[config.mk]
export PLATFORM = sky130hd
export DESIGN_NAME = iotdf_frame_sched_flat
export DESIGN_NICKNAME = d
export VERILOG_FILES = /design/src/rtl/iotdf_frame_sched_if.sv /design/src/rtl/iotdf_frame_sched.sv /design/src/flat_wrapper.sv
export SDC_FILE = /design/constraint.sdc
export NUM_CORES = 1
export LEC_CHECK = 0
export BUFFER_PORTS_ARGS = -buffer_cell sky130_fd_sc_hd__buf_2
export CORE_MARGIN = 5
export CORE_UTILIZATION = 25
export CTS_CLUSTER_SIZE = 10
export DETAILED_ROUTE_END_ITERATION = 10
export PLACE_DENSITY = 0.58
export SETUP_SLACK_MARGIN = 0.4
export SLEW_MARGIN = 20
export SYNTH_ARGS = -nofsm -noshare
export SYNTH_HDL_FRONTEND = slang
export SYNTH_SLANG_ARGS = --single-unit
[constraint.sdc]
create_clock -name clk -period 18.74 [get_ports clk]
set_clock_uncertainty 0.05 [all_clocks]
set_input_delay 0 -clock clk [delete_from_list [all_inputs] [get_ports clk]]
set_output_delay 0 -clock clk [all_outputs]
set_load 0.05 [all_outputs]
[src/rtl/iotdf_frame_sched_if.sv]
// Bundle of the requester, filter and result signals around the frame scheduler.
// The master side is the environment (requesters and filter). The slave side is the scheduler.
interface iotdf_frame_sched_if #(
    parameter int NBYTES = 16
);
    // requester 0
    logic                  req0;
    logic [8*NBYTES-1:0]   frame0;
    logic [2:0]            fn0;
    logic                  ack0;
    // requester 1
    logic                  req1;
    logic [8*NBYTES-1:0]   frame1;
    logic [2:0]            fn1;
    logic                  ack1;
    // byte-serial feed into the filter
    logic                  flt_in_en;
    logic [7:0]            flt_iot_in;
    logic [2:0]            flt_fn_sel;
    logic                  flt_busy;
    // filter results
    logic                  flt_valid;
    logic [8*NBYTES-1:0]   flt_iot_out;
    // tagged results and status
    logic                  res_valid;
    logic                  res_src;
    logic [8*NBYTES-1:0]   res_data;
    logic                  err_orphan;
    logic                  idle;

    modport master (
        output req0, frame0, fn0, req1, frame1, fn1,
        output flt_busy, flt_valid, flt_iot_out,
        input  ack0, ack1, flt_in_en, flt_iot_in, flt_fn_sel,
        input  res_valid, res_src, res_data, err_orphan, idle
    );

    modport slave (
        input  req0, frame0, fn0, req1, frame1, fn1,
        input  flt_busy, flt_valid, flt_iot_out,
        output ack0, ack1, flt_in_en, flt_iot_in, flt_fn_sel,
        output res_valid, res_src, res_data, err_orphan, idle
    );
endinterface

[src/rtl/iotdf_frame_sched.sv]
// Round-robin scheduler that shares one byte-serial IoT filter between two
// frame requesters. A granted frame is latched and then streamed MSB byte first.
// The requester id of each streamed frame is queued as a tag. Filter results are
// returned in order, so each result takes the oldest tag.
module iotdf_frame_sched #(
    parameter int TAG_DEPTH = 4,
    parameter int NBYTES    = 16
) (
    input  logic              clk,
    input  logic              rst,
    iotdf_frame_sched_if.slave bus
);
    localparam int FW = 8 * NBYTES;
    localparam int IW = $clog2(NBYTES);
    localparam int AW = $clog2(TAG_DEPTH);
    localparam logic [IW-1:0] LAST_IDX = IW'(NBYTES - 1);
    localparam logic [AW:0]   DEPTH    = (AW + 1)'(TAG_DEPTH);

    typedef enum logic {IDLE, STREAM} state_t;

    state_t          state, state_nx;
    logic            rr;          // id of the last grant; the other side wins a tie
    logic [FW-1:0]   frame_q;
    logic [2:0]      fn_q;
    logic            id_q;
    logic [IW-1:0]   idx;

    logic            grant, grant_id, send, last;
    logic [FW-1:0]   frame_shift;
    logic [7:0]      cur_byte;

    // Tag FIFO. It holds one bit per frame that has been streamed but not yet answered.
    logic [TAG_DEPTH-1:0] tag_mem;
    logic [AW-1:0]        wr_ptr, rd_ptr;
    logic [AW:0]          count;
    logic                 fifo_full, fifo_empty, push, pop;

    assign fifo_full  = (count == DEPTH);
    assign fifo_empty = (count == '0);
    assign push       = last;
    assign pop        = bus.flt_valid & ~fifo_empty;

    // Next state, arbitration and per-cycle byte send decision
    always_comb begin
        state_nx = state;
        grant    = 1'b0;
        grant_id = 1'b0;
        send     = 1'b0;
        last     = 1'b0;
        case (state)
            IDLE: begin
                // A full tag FIFO only holds off new grants.
                if ((bus.req0 | bus.req1) & ~fifo_full) begin
                    grant    = 1'b1;
                    grant_id = (bus.req0 & bus.req1) ? ~rr : bus.req1;
                    state_nx = STREAM;
                end
            end
            STREAM: begin
                if (!bus.flt_busy) begin
                    send = 1'b1;
                    if (idx == LAST_IDX) begin
                        last     = 1'b1;
                        state_nx = IDLE;
                    end
                end
            end
            default: state_nx = IDLE;
        endcase
    end

    // ack is high during the cycle whose closing edge latches the frame.
    // It is gated by reset so that a pending req cannot pulse ack while in reset.
    assign bus.ack0 = grant & ~grant_id & ~rst;
    assign bus.ack1 = grant &  grant_id & ~rst;

    assign bus.flt_fn_sel = fn_q;
    assign bus.idle       = (state == IDLE) & fifo_empty;

    // Select byte idx: shift it into the top byte of the frame
    assign frame_shift = frame_q << {idx, 3'b000};
    assign cur_byte    = frame_shift[FW-1 -: 8];

    // State register
    always_ff @(posedge clk or posedge rst) begin
        if (rst) state <= IDLE;
        else     state <= state_nx;
    end

    // Grant latch, round-robin pointer and byte index
    always_ff @(posedge clk or posedge rst) begin
        if (rst) begin
            rr      <= 1'b1;
            frame_q <= '0;
            fn_q    <= '0;
            id_q    <= 1'b0;
            idx     <= '0;
        end else if (grant) begin
            rr      <= grant_id;
            frame_q <= grant_id ? bus.frame1 : bus.frame0;
            fn_q    <= grant_id ? bus.fn1 : bus.fn0;
            id_q    <= grant_id;
            idx     <= '0;
        end else if (send) begin
            idx     <= idx + IW'(1);
        end
    end

    // Registered byte strobe. A stalled cycle drops the strobe and keeps the index.
    always_ff @(posedge clk or posedge rst) begin
        if (rst) begin
            bus.flt_in_en  <= 1'b0;
            bus.flt_iot_in <= '0;
        end else begin
            bus.flt_in_en <= send;
            if (send) bus.flt_iot_in <= cur_byte;
        end
    end

    // Tag FIFO pointers and occupancy. A push and a pop in the same cycle leave count unchanged.
    always_ff @(posedge clk or posedge rst) begin
        if (rst) begin
            tag_mem <= '0;
            wr_ptr  <= '0;
            rd_ptr  <= '0;
            count   <= '0;
        end else begin
            if (push) begin
                tag_mem[wr_ptr] <= id_q;
                wr_ptr          <= wr_ptr + AW'(1);
            end
            if (pop) rd_ptr <= rd_ptr + AW'(1);
            case ({push, pop})
                2'b10:   count <= count + (AW + 1)'(1);
                2'b01:   count <= count - (AW + 1)'(1);
                default: count <= count;
            endcase
        end
    end

    // Tagged result strobe and the sticky orphan flag
    always_ff @(posedge clk or posedge rst) begin
        if (rst) begin
            bus.res_valid  <= 1'b0;
            bus.res_src    <= 1'b0;
            bus.res_data   <= '0;
            bus.err_orphan <= 1'b0;
        end else begin
            bus.res_valid <= pop;
            if (pop) begin
                bus.res_src  <= tag_mem[rd_ptr];
                bus.res_data <= bus.flt_iot_out;
            end
            if (bus.flt_valid & fifo_empty) bus.err_orphan <= 1'b1;
        end
    end
endmodule

[src/flat_wrapper.sv]
// flat-port wrapper written by rule: the top's interface ports become plain ports
module iotdf_frame_sched_flat 
#(
    parameter int TAG_DEPTH = 4,
    parameter int NBYTES    = 16
)
  (clk, rst, bus_req0, bus_frame0, bus_fn0, bus_req1, bus_frame1, bus_fn1, bus_flt_busy, bus_flt_valid, bus_flt_iot_out, bus_ack0, bus_ack1, bus_flt_in_en, bus_flt_iot_in, bus_flt_fn_sel, bus_res_valid, bus_res_src, bus_res_data, bus_err_orphan, bus_idle);
  iotdf_frame_sched_if #(.NBYTES(NBYTES)) bus_i ();
  input  logic clk;
  input  logic rst;
  input wire logic [$bits(bus_i.req0)-1:0] bus_req0;
  input wire logic [$bits(bus_i.frame0)-1:0] bus_frame0;
  input wire logic [$bits(bus_i.fn0)-1:0] bus_fn0;
  input wire logic [$bits(bus_i.req1)-1:0] bus_req1;
  input wire logic [$bits(bus_i.frame1)-1:0] bus_frame1;
  input wire logic [$bits(bus_i.fn1)-1:0] bus_fn1;
  input wire logic [$bits(bus_i.flt_busy)-1:0] bus_flt_busy;
  input wire logic [$bits(bus_i.flt_valid)-1:0] bus_flt_valid;
  input wire logic [$bits(bus_i.flt_iot_out)-1:0] bus_flt_iot_out;
  output wire logic [$bits(bus_i.ack0)-1:0] bus_ack0;
  output wire logic [$bits(bus_i.ack1)-1:0] bus_ack1;
  output wire logic [$bits(bus_i.flt_in_en)-1:0] bus_flt_in_en;
  output wire logic [$bits(bus_i.flt_iot_in)-1:0] bus_flt_iot_in;
  output wire logic [$bits(bus_i.flt_fn_sel)-1:0] bus_flt_fn_sel;
  output wire logic [$bits(bus_i.res_valid)-1:0] bus_res_valid;
  output wire logic [$bits(bus_i.res_src)-1:0] bus_res_src;
  output wire logic [$bits(bus_i.res_data)-1:0] bus_res_data;
  output wire logic [$bits(bus_i.err_orphan)-1:0] bus_err_orphan;
  output wire logic [$bits(bus_i.idle)-1:0] bus_idle;
  assign bus_i.req0 = bus_req0;
  assign bus_i.frame0 = bus_frame0;
  assign bus_i.fn0 = bus_fn0;
  assign bus_i.req1 = bus_req1;
  assign bus_i.frame1 = bus_frame1;
  assign bus_i.fn1 = bus_fn1;
  assign bus_i.flt_busy = bus_flt_busy;
  assign bus_i.flt_valid = bus_flt_valid;
  assign bus_i.flt_iot_out = bus_flt_iot_out;
  assign bus_ack0 = bus_i.ack0;
  assign bus_ack1 = bus_i.ack1;
  assign bus_flt_in_en = bus_i.flt_in_en;
  assign bus_flt_iot_in = bus_i.flt_iot_in;
  assign bus_flt_fn_sel = bus_i.flt_fn_sel;
  assign bus_res_valid = bus_i.res_valid;
  assign bus_res_src = bus_i.res_src;
  assign bus_res_data = bus_i.res_data;
  assign bus_err_orphan = bus_i.err_orphan;
  assign bus_idle = bus_i.idle;
  iotdf_frame_sched #(.TAG_DEPTH(TAG_DEPTH), .NBYTES(NBYTES)) u_core (.clk(clk), .rst(rst), .bus(bus_i));
endmodule
==> summary.txt, run 1 <==
Slew Viols, Final = 0
Largest net degree at the start of global routing = 171
Routed wire per std cell = 17.2 um
Status = finished, final reports clean
Die Height = 239 um
Total gr overflow = 0
Fmax = 258 MHz
Clk_lat worst skew = 0.54 ns
RSZ-0062 raised after global routing = no
Crit-path cells = nor3b_4, or3_4, buf_4, buf_4, a22oi_1, nand2_1, dlygate4sd3_1
Synth-to-Final Area Change = 63.9%
Crit-path max cell delay = 0.84 ns
Die area = 57,400 um2
HP Class = in -> reg
VDD IR max = 64.6 uV
Antenna Nets Post-Route = 0
Synth Net Count = 1,714
TritonRoute pass-1 iters = 5
Final period utilization = 20.7%
Vias = 13,092
Clock-pin slew of the registers on the worst-case setup and hold paths = 0.05 ns
Reg-to-Reg End = u_core.frame_q[52]$_DFFE_PP0N_
Pre-CTS WS = 15.35 ns
Crit. End Element = register
Seq/Total Area, Yosys = 54.9%
FFs w/ async S/R, synth = 100%
Post-synth top flop = dfrtp_1
Nets@finish = 2,637
DP Wirelength = 33,400 um
Buffers on Ports = 541
Initial core utilization = 25.2%
Final Hold Viols = 0
Die Wd = 239 um
Ports = 542
Reg-to-reg startpoint = u_core.count[0]$_DFFE_PP0P_
Yosys cell types = 41
Cell Rows = 84
Yosys reg bits = 289
Slew margin rel. = 27.2%
CTS Buffer Depth = 3
Pleak = 10.8 nW
Root Buffer Master = clkbuf_16
First-pass GRT wire length = 77,700 um
TritonCTS clock tree = built
Worst hold path depth = 4
Violation count after the first detailed-route iteration = 521
WS Path Type = reg -> reg
WP data required = 19.16 ns
Least-Margin Pin Slew = 1.09 ns
Drt via density = 4.46
Core area = 52,300 um2
Min-Delay Endpoint = u_core.state$_DFF_PP0_
Number of global-route vias before repair = 14,102
Yosys warnings = 0
Drt drc = 0
Number of CTS-inserted buffers = 36
Final Critical Period = 3.88 ns
Crit Path Max Fanout = 101
Cells after Synth = 1,311
Flop2flop setup slack = 14.86 ns
Pwr dens = 145 nW/um2
Final wirelength = 50,600 um
Startpoint Class = register
R2R depth = 7
H-tree lvl count = 2
Initial antenna violation count = 4
Top Family by Delay on Critical Path = buffers and inverters
Synthesized cell area = 13,200 um2
GPL Wtd Cong = 0.834
Worst Hold Launch = bus_req0
Setup-failing EPs final = 0
Post-synth EDFFs = 0
Share of layout cells above drive strength 1 = 30.7%
Setup TNS = 0 ns
Sink Count = 289
Avg Cell Area, Syn = 10.0 um2
Post-CTS Resized = 0
Tot GR Track Use = 17.0%
CP max stage cell = buf_4
Max-cap check violation count = 0
Crit path DAT = 4.30 ns
PnR worst setup slack = 14.86 ns
CP most frequent cell = buf_4
Fillers = 4,906
CP Buf/Inv Count = 3
## cell usage after synthesis (4+ instances only)
cell type  instances  area share, %
clkbuf_1          26           0.74
buf_4              5           0.29
dfrtp_1          288             55
nor2_1            14           0.40
inv_1              9           0.26
mux2_2             6           0.51
o221ai_1           7           0.47
mux2i_1           72            5.5
buf_2             33            1.3
o21ai_1            5           0.19
buf_6             21            1.8
xnor2_1            4           0.27
ha_1               6           0.57
o21ai_0           52            2.0
xor2_1             4           0.27
nand2_1          603             17
a21oi_1           14           0.53
a22oi_1           34            1.9
a22oi_2           50            4.8
mux4_2            25            4.3
## layer usage
metal  global-route usage (%)  share of wire [%]
met1                     19.6                 38
met2                     30.4                 50
met3                     4.27                7.7
met4                     6.14                3.7
met5                        0              0.026
## stage by stage
stage / utilization (%) / area [um2] / cells / hold slack, ns / power (mW)
6_report: 41.2 / 21600 / 2937 / 0.122 / 3.13
5_1_grt: 41.2 / 21600 / 2936 / 0.121 / 3.33
4_1_cts: 41.2 / 21500 / 2933 / 0.0880 / 3.15
3_5_place_dp: 31.2 / 16300 / 2463 / 0.147 / 2.29
3_3_place_gp: 31.2 / 16300 / 2463 / 0.141 / 2.27
2_1_floorplan: - / 13200 / 1311 / 0.0554 / 1.93
## where the power goes
group | internal [mW] | switching (mW) | leakage, nW
Clock | 0.358 | 0.263 | 0.495
Sequential | 0.877 | 0.179 | 3.54
Combinational | 0.581 | 0.876 | 6.77
Total | 1.82 | 1.32 | 10.8
## registers in the layout, indices dropped and copies added (netlist names), 2 cells and up
register,cells
u_core.rd_ptr,2
u_core.tag_mem,4
u_core.count,3
u_core.bus.flt_fn_sel,3
u_core.idx,4
u_core.bus.res_data,128
u_core.frame_q,128
u_core.wr_ptr,2
u_core.bus.flt_iot_in,8
## timing repair
item / 4_1_cts / 5_1_grt
hold buffers: 420 / 0
hold endpoints to repair: 400 / 0
buffers inserted: 0 / 0
## area by class of cell
cell class | count | area [um2] | area share [%]
Sequential cell | 289 | 7230 | 33.5
Timing Repair Buffer | 973 | 7050 | 32.7
Multi-Input combinational cell | 924 | 5370 | 24.9
Clock buffer | 45 | 955 | 4.42
Tap cell | 688 | 861 | 3.99
Clock inverter | 5 | 62.6 | 0.290
Inverter | 10 | 47.5 | 0.220
Antenna cell | 3 | 7.51 | 0.0348
## cells by family after synthesis
logic type	count (synthesis)	synth area share [%]
buffers and inverters	98	4.45
multiplexers	103	10.3
flip-flops	289	54.9
AO/OA/AOI/OAI	170	10.5
adder cells (fa/ha/maj)	7	0.722
XOR/XNOR	8	0.532
AND/OR/NAND/NOR	636	18.6
## worst register-to-register path, delay by kind of cell, from the launching register on
family / cells / cell delay (ns)
AOI/OAI and AO/OA: 1 / 0.21
buffers and inverters: 3 / 2.23
DFF: 1 / 0.45
and+or+nand+nor: 3 / 0.89
## layout by cell type (no fill, tap or decap), drive strengths merged, types with 2 or more instances in the layout
cell / count
dfrtp: 288
nand3b: 2
xnor2: 4
nor2: 14
a21o: 3
a22oi: 84
nor3: 3
a21oi: 14
nand3: 3
o221ai: 7
xor2: 4
buf: 553
nor2b: 3
ha: 6
mux2: 6
clkbuf: 45
nor4: 2
dlygate4sd3: 420
o21ai: 57
clkinv: 4
diode: 3
inv: 11
mux2i: 72
a2111oi: 2
nor3b: 2
mux4: 25
nand2: 603
## worst max-delay path by stage
stage                                      from                               to  slack (ns)  cells after the start
floorplan                                   rst                         bus_ack0        9.98                      3
global placement    u_core.count[0]$_DFFE_PP0P_   u_core.frame_q[21]$_DFFE_PP0N_       15.44                      5
detailed placement  u_core.count[0]$_DFFE_PP0P_   u_core.frame_q[21]$_DFFE_PP0N_       15.35                      5
CTS                 u_core.count[0]$_DFFE_PP0P_   u_core.frame_q[52]$_DFFE_PP0N_       14.89                      7
global route        u_core.count[0]$_DFFE_PP0P_  u_core.frame_q[111]$_DFFE_PP0N_       14.57                      7
finish              u_core.count[0]$_DFFE_PP0P_   u_core.frame_q[52]$_DFFE_PP0N_       14.86                      7
No activity file was read; power rests on OpenSTA's default activity.
==> run 2: changes to the inputs <==
Clock period 18.74 ns to 4 ns, I/O delays scaled along.
==> run 2 against run 1 <==
  * Cell count decreased by 0.20%
  * First-iteration DRC count up 26%
  * Via count shrank 0.25%
  * Register-to-register slack worse by 14 ns
  * Routed wire length is 1.3% lower
  * Sequential share of layout area increased by 0.094 points
  * Cell area fell by 0.28%
  * Die area is the same
  * Hold slack improved by 0.026 ns
  * Largest power group unchanged
  * Highest routed layer unchanged
==> summary.txt, run 2 (synthesized netlist as in run 1, its figures left out) <==
Crit-path cells = a21bo_2, dlygate4sd3_1, nor3_2, buf_12, buf_12, mux2i_1, dlygate4sd3_1, o21ai_0
Clk_lat worst skew = 0.53 ns (about the same)
Die Height = 239 um (unchanged)
Reg-to-Reg End = u_core.frame_q[8]$_DFFE_PP0N_
Fmax = 295 MHz (+14%)
Least-Margin Pin Slew = 1.01 ns (-0.0860 ns)
GPL Wtd Cong = 0.858 (+2.9%)
Final period utilization = 84.8% (+64 points)
Setup-failing EPs final = 0 (unchanged)
Die area = 57,400 um2 (unchanged)
PnR worst setup slack = 0.609 ns (-14.25 ns)
Pwr dens = 680 nW/um2 (+370%)
CP max stage cell = dlygate4sd3_1
Clock-pin slew of the registers on the worst-case setup and hold paths = 0.06 ns (about the same)
Ports = 542 (unchanged)
Startpoint Class = register
Cell Rows = 84 (unchanged)
TritonRoute pass-1 iters = 5 (unchanged)
Final Critical Period = 3.39 ns (-0.488 ns)
WS Path Type = reg -> reg
Pre-CTS WS = 1.34 ns (-14.02 ns)
Post-DP Area = 16,400 um2 (+0.63%)
Post-route cell area = 21,500 um2 (-0.28%)
Postcts setup bufs = 0 (unchanged)
Most common cell after layout, fill and taps aside = nand2_1
First-pass GRT wire length = 76,300 um (-1.8%)
Pleak = 10.7 nW (-0.66%)
Status = finished, final reports clean
WP data required = 4.36 ns (-14.80 ns)
Die Wd = 239 um (unchanged)
Final wirelength = 49,900 um (-1.3%)
Crit. End Element = register
Nets@finish = 2,625 (-0.46%)
R2R depth = 8 (+1)
Tot GR Track Use = 16.7% (-0.30 points)
Util after Layout = 41.1% (-0.11 points)
RSZ-0062 raised after global routing = no
Tot Pwr = 14.6 mW (+370%)
Crit Path Max Fanout = 59 (-42%)
Sink Count = 289 (unchanged)
Worst hold path depth = 4 (unchanged)
HP Class = in -> reg
Number of CTS-inserted buffers = 36 (unchanged)
Most frequent cells in the layout = 603 x nand2_1, 541 x buf_2, 404 x dlygate4sd3_1
Routed wire per std cell = 17.0 um (-1.1%)
Setup TNS = 0 ns (unchanged)
Crit path DAT = 3.75 ns (-0.55 ns)
Number of hold buffers added after cts = 404 (-3.8%)
Fillers = 4,939 (+0.67%)
Top flop regs = u_core.bus.res_data (128), u_core.frame_q (128), u_core.bus.flt_iot_in (8)
Hold slack = 0.148 ns (+0.0258 ns)
Vias = 13,059 (-0.25%)
VDD IR max = 324 uV (+400%)
Slew Viols, Final = 0 (unchanged)
Synth-to-Final Area Change = 63.5%
Total gr overflow = 0 (unchanged)
Flop2flop setup slack = 0.61 ns (-14.25 ns)
Min-Delay Endpoint = u_core.bus.res_data[38]$_DFFE_PP0P_
Drt via density = 4.46 (about the same)
Core area = 52,300 um2 (unchanged)
Violation count after the first detailed-route iteration = 656 (+26%)
Crit-path max cell delay = 0.63 ns (-0.21 ns)
Root Buffer Master = clkbuf_16
CTS Buffer Depth = 3 (unchanged)
Initial antenna violation count = 5 (+1)
H-tree lvl count = 2 (unchanged)
TritonCTS clock tree = built
Non-filler cells, final = 2,931 (-0.20%)
DP Wirelength = 34,200 um (+2.4%)
Drt drc = 0 (unchanged)
Antenna Nets Post-Route = 0 (unchanged)
Share of layout cells above drive strength 1 = 31.0% (+0.29 points)
Worst Hold Launch = bus_flt_iot_out[38]
Final Hold Viols = 0 (unchanged)
Initial core utilization = 25.2% (unchanged)
Number of global-route vias before repair = 13,838 (-1.9%)
Max-cap check violation count = 0 (unchanged)
Post-CTS Resized = 0 (unchanged)
Reg-to-reg startpoint = u_core.rr$_DFFE_PP1N_
Placed insts = 2,468 (+0.20%)
Buffers on Ports = 541 (unchanged)
Slew margin rel. = 33.0% (+5.7 points)
Largest net degree at the start of global routing = 162 (-5.3%)
## run 2: changes by cell type in the layout (fill, tap and decap cells not counted), moves of 2 or more
cell | before | now
dlygate4sd3_1 | 420 | 404
clkinvlp_4 | 0 | 2
clkinv_8 | 3 | 0
clkbuf_1 | 7 | 14
buf_12 | 2 | 7
## run 2: worst max-delay path by stage
stage	startpoint	endpoint	slack [ns]	depth (start not counted)
floorplan	rst	bus_ack0	-0.69	3
global placement	u_core.idx[1]$_DFFE_PP0P_	u_core.count[2]$_DFFE_PP0P_	1.36	11
detailed placement	u_core.idx[1]$_DFFE_PP0P_	u_core.count[2]$_DFFE_PP0P_	1.34	11
CTS	u_core.rr$_DFFE_PP1N_	u_core.frame_q[8]$_DFFE_PP0N_	0.59	8
global route	u_core.rr$_DFFE_PP1N_	u_core.frame_q[8]$_DFFE_PP0N_	0.45	8
finish	u_core.rr$_DFFE_PP1N_	u_core.frame_q[8]$_DFFE_PP0N_	0.61	8
## run 2: worst max-delay path: cells and delay by family (launching register included)
family / cells / cell delay (ns)
AO/OA/AOI/OAI: 2 / 0.29
multiplexers: 1 / 0.31
flip-flops: 1 / 0.38
buffers and inverters: 4 / 1.82
AND/OR/NAND/NOR: 1 / 0.26
## run 2: area by class of cell
cell class	instances	area [um2]	area share [%]
inverter	10	43.8	0.203
tap	688	861	4.00
clock inverter	3	25.0	0.116
clock buffer	54	1020	4.74
timing repair buffer	961	6960	32.3
antenna	2	5.00	0.0233
sequential	289	7230	33.6
multi-input combinational	924	5370	25.0
## run 2: power by group
| part | switching [mW] | internal [mW] |
|---|---|---|
| registers | 0.821 | 4.11 |
| clock network | 1.22 | 1.75 |
| logic | 4.09 | 2.65 |
| total | 6.13 | 8.51 |
## run 2: layer usage
layer	track usage, %	part of all wire, %
met1	19.1	38
met2	29.4	50
met3	5.00	8.3
met4	6.05	3.4
met5	0	0.054
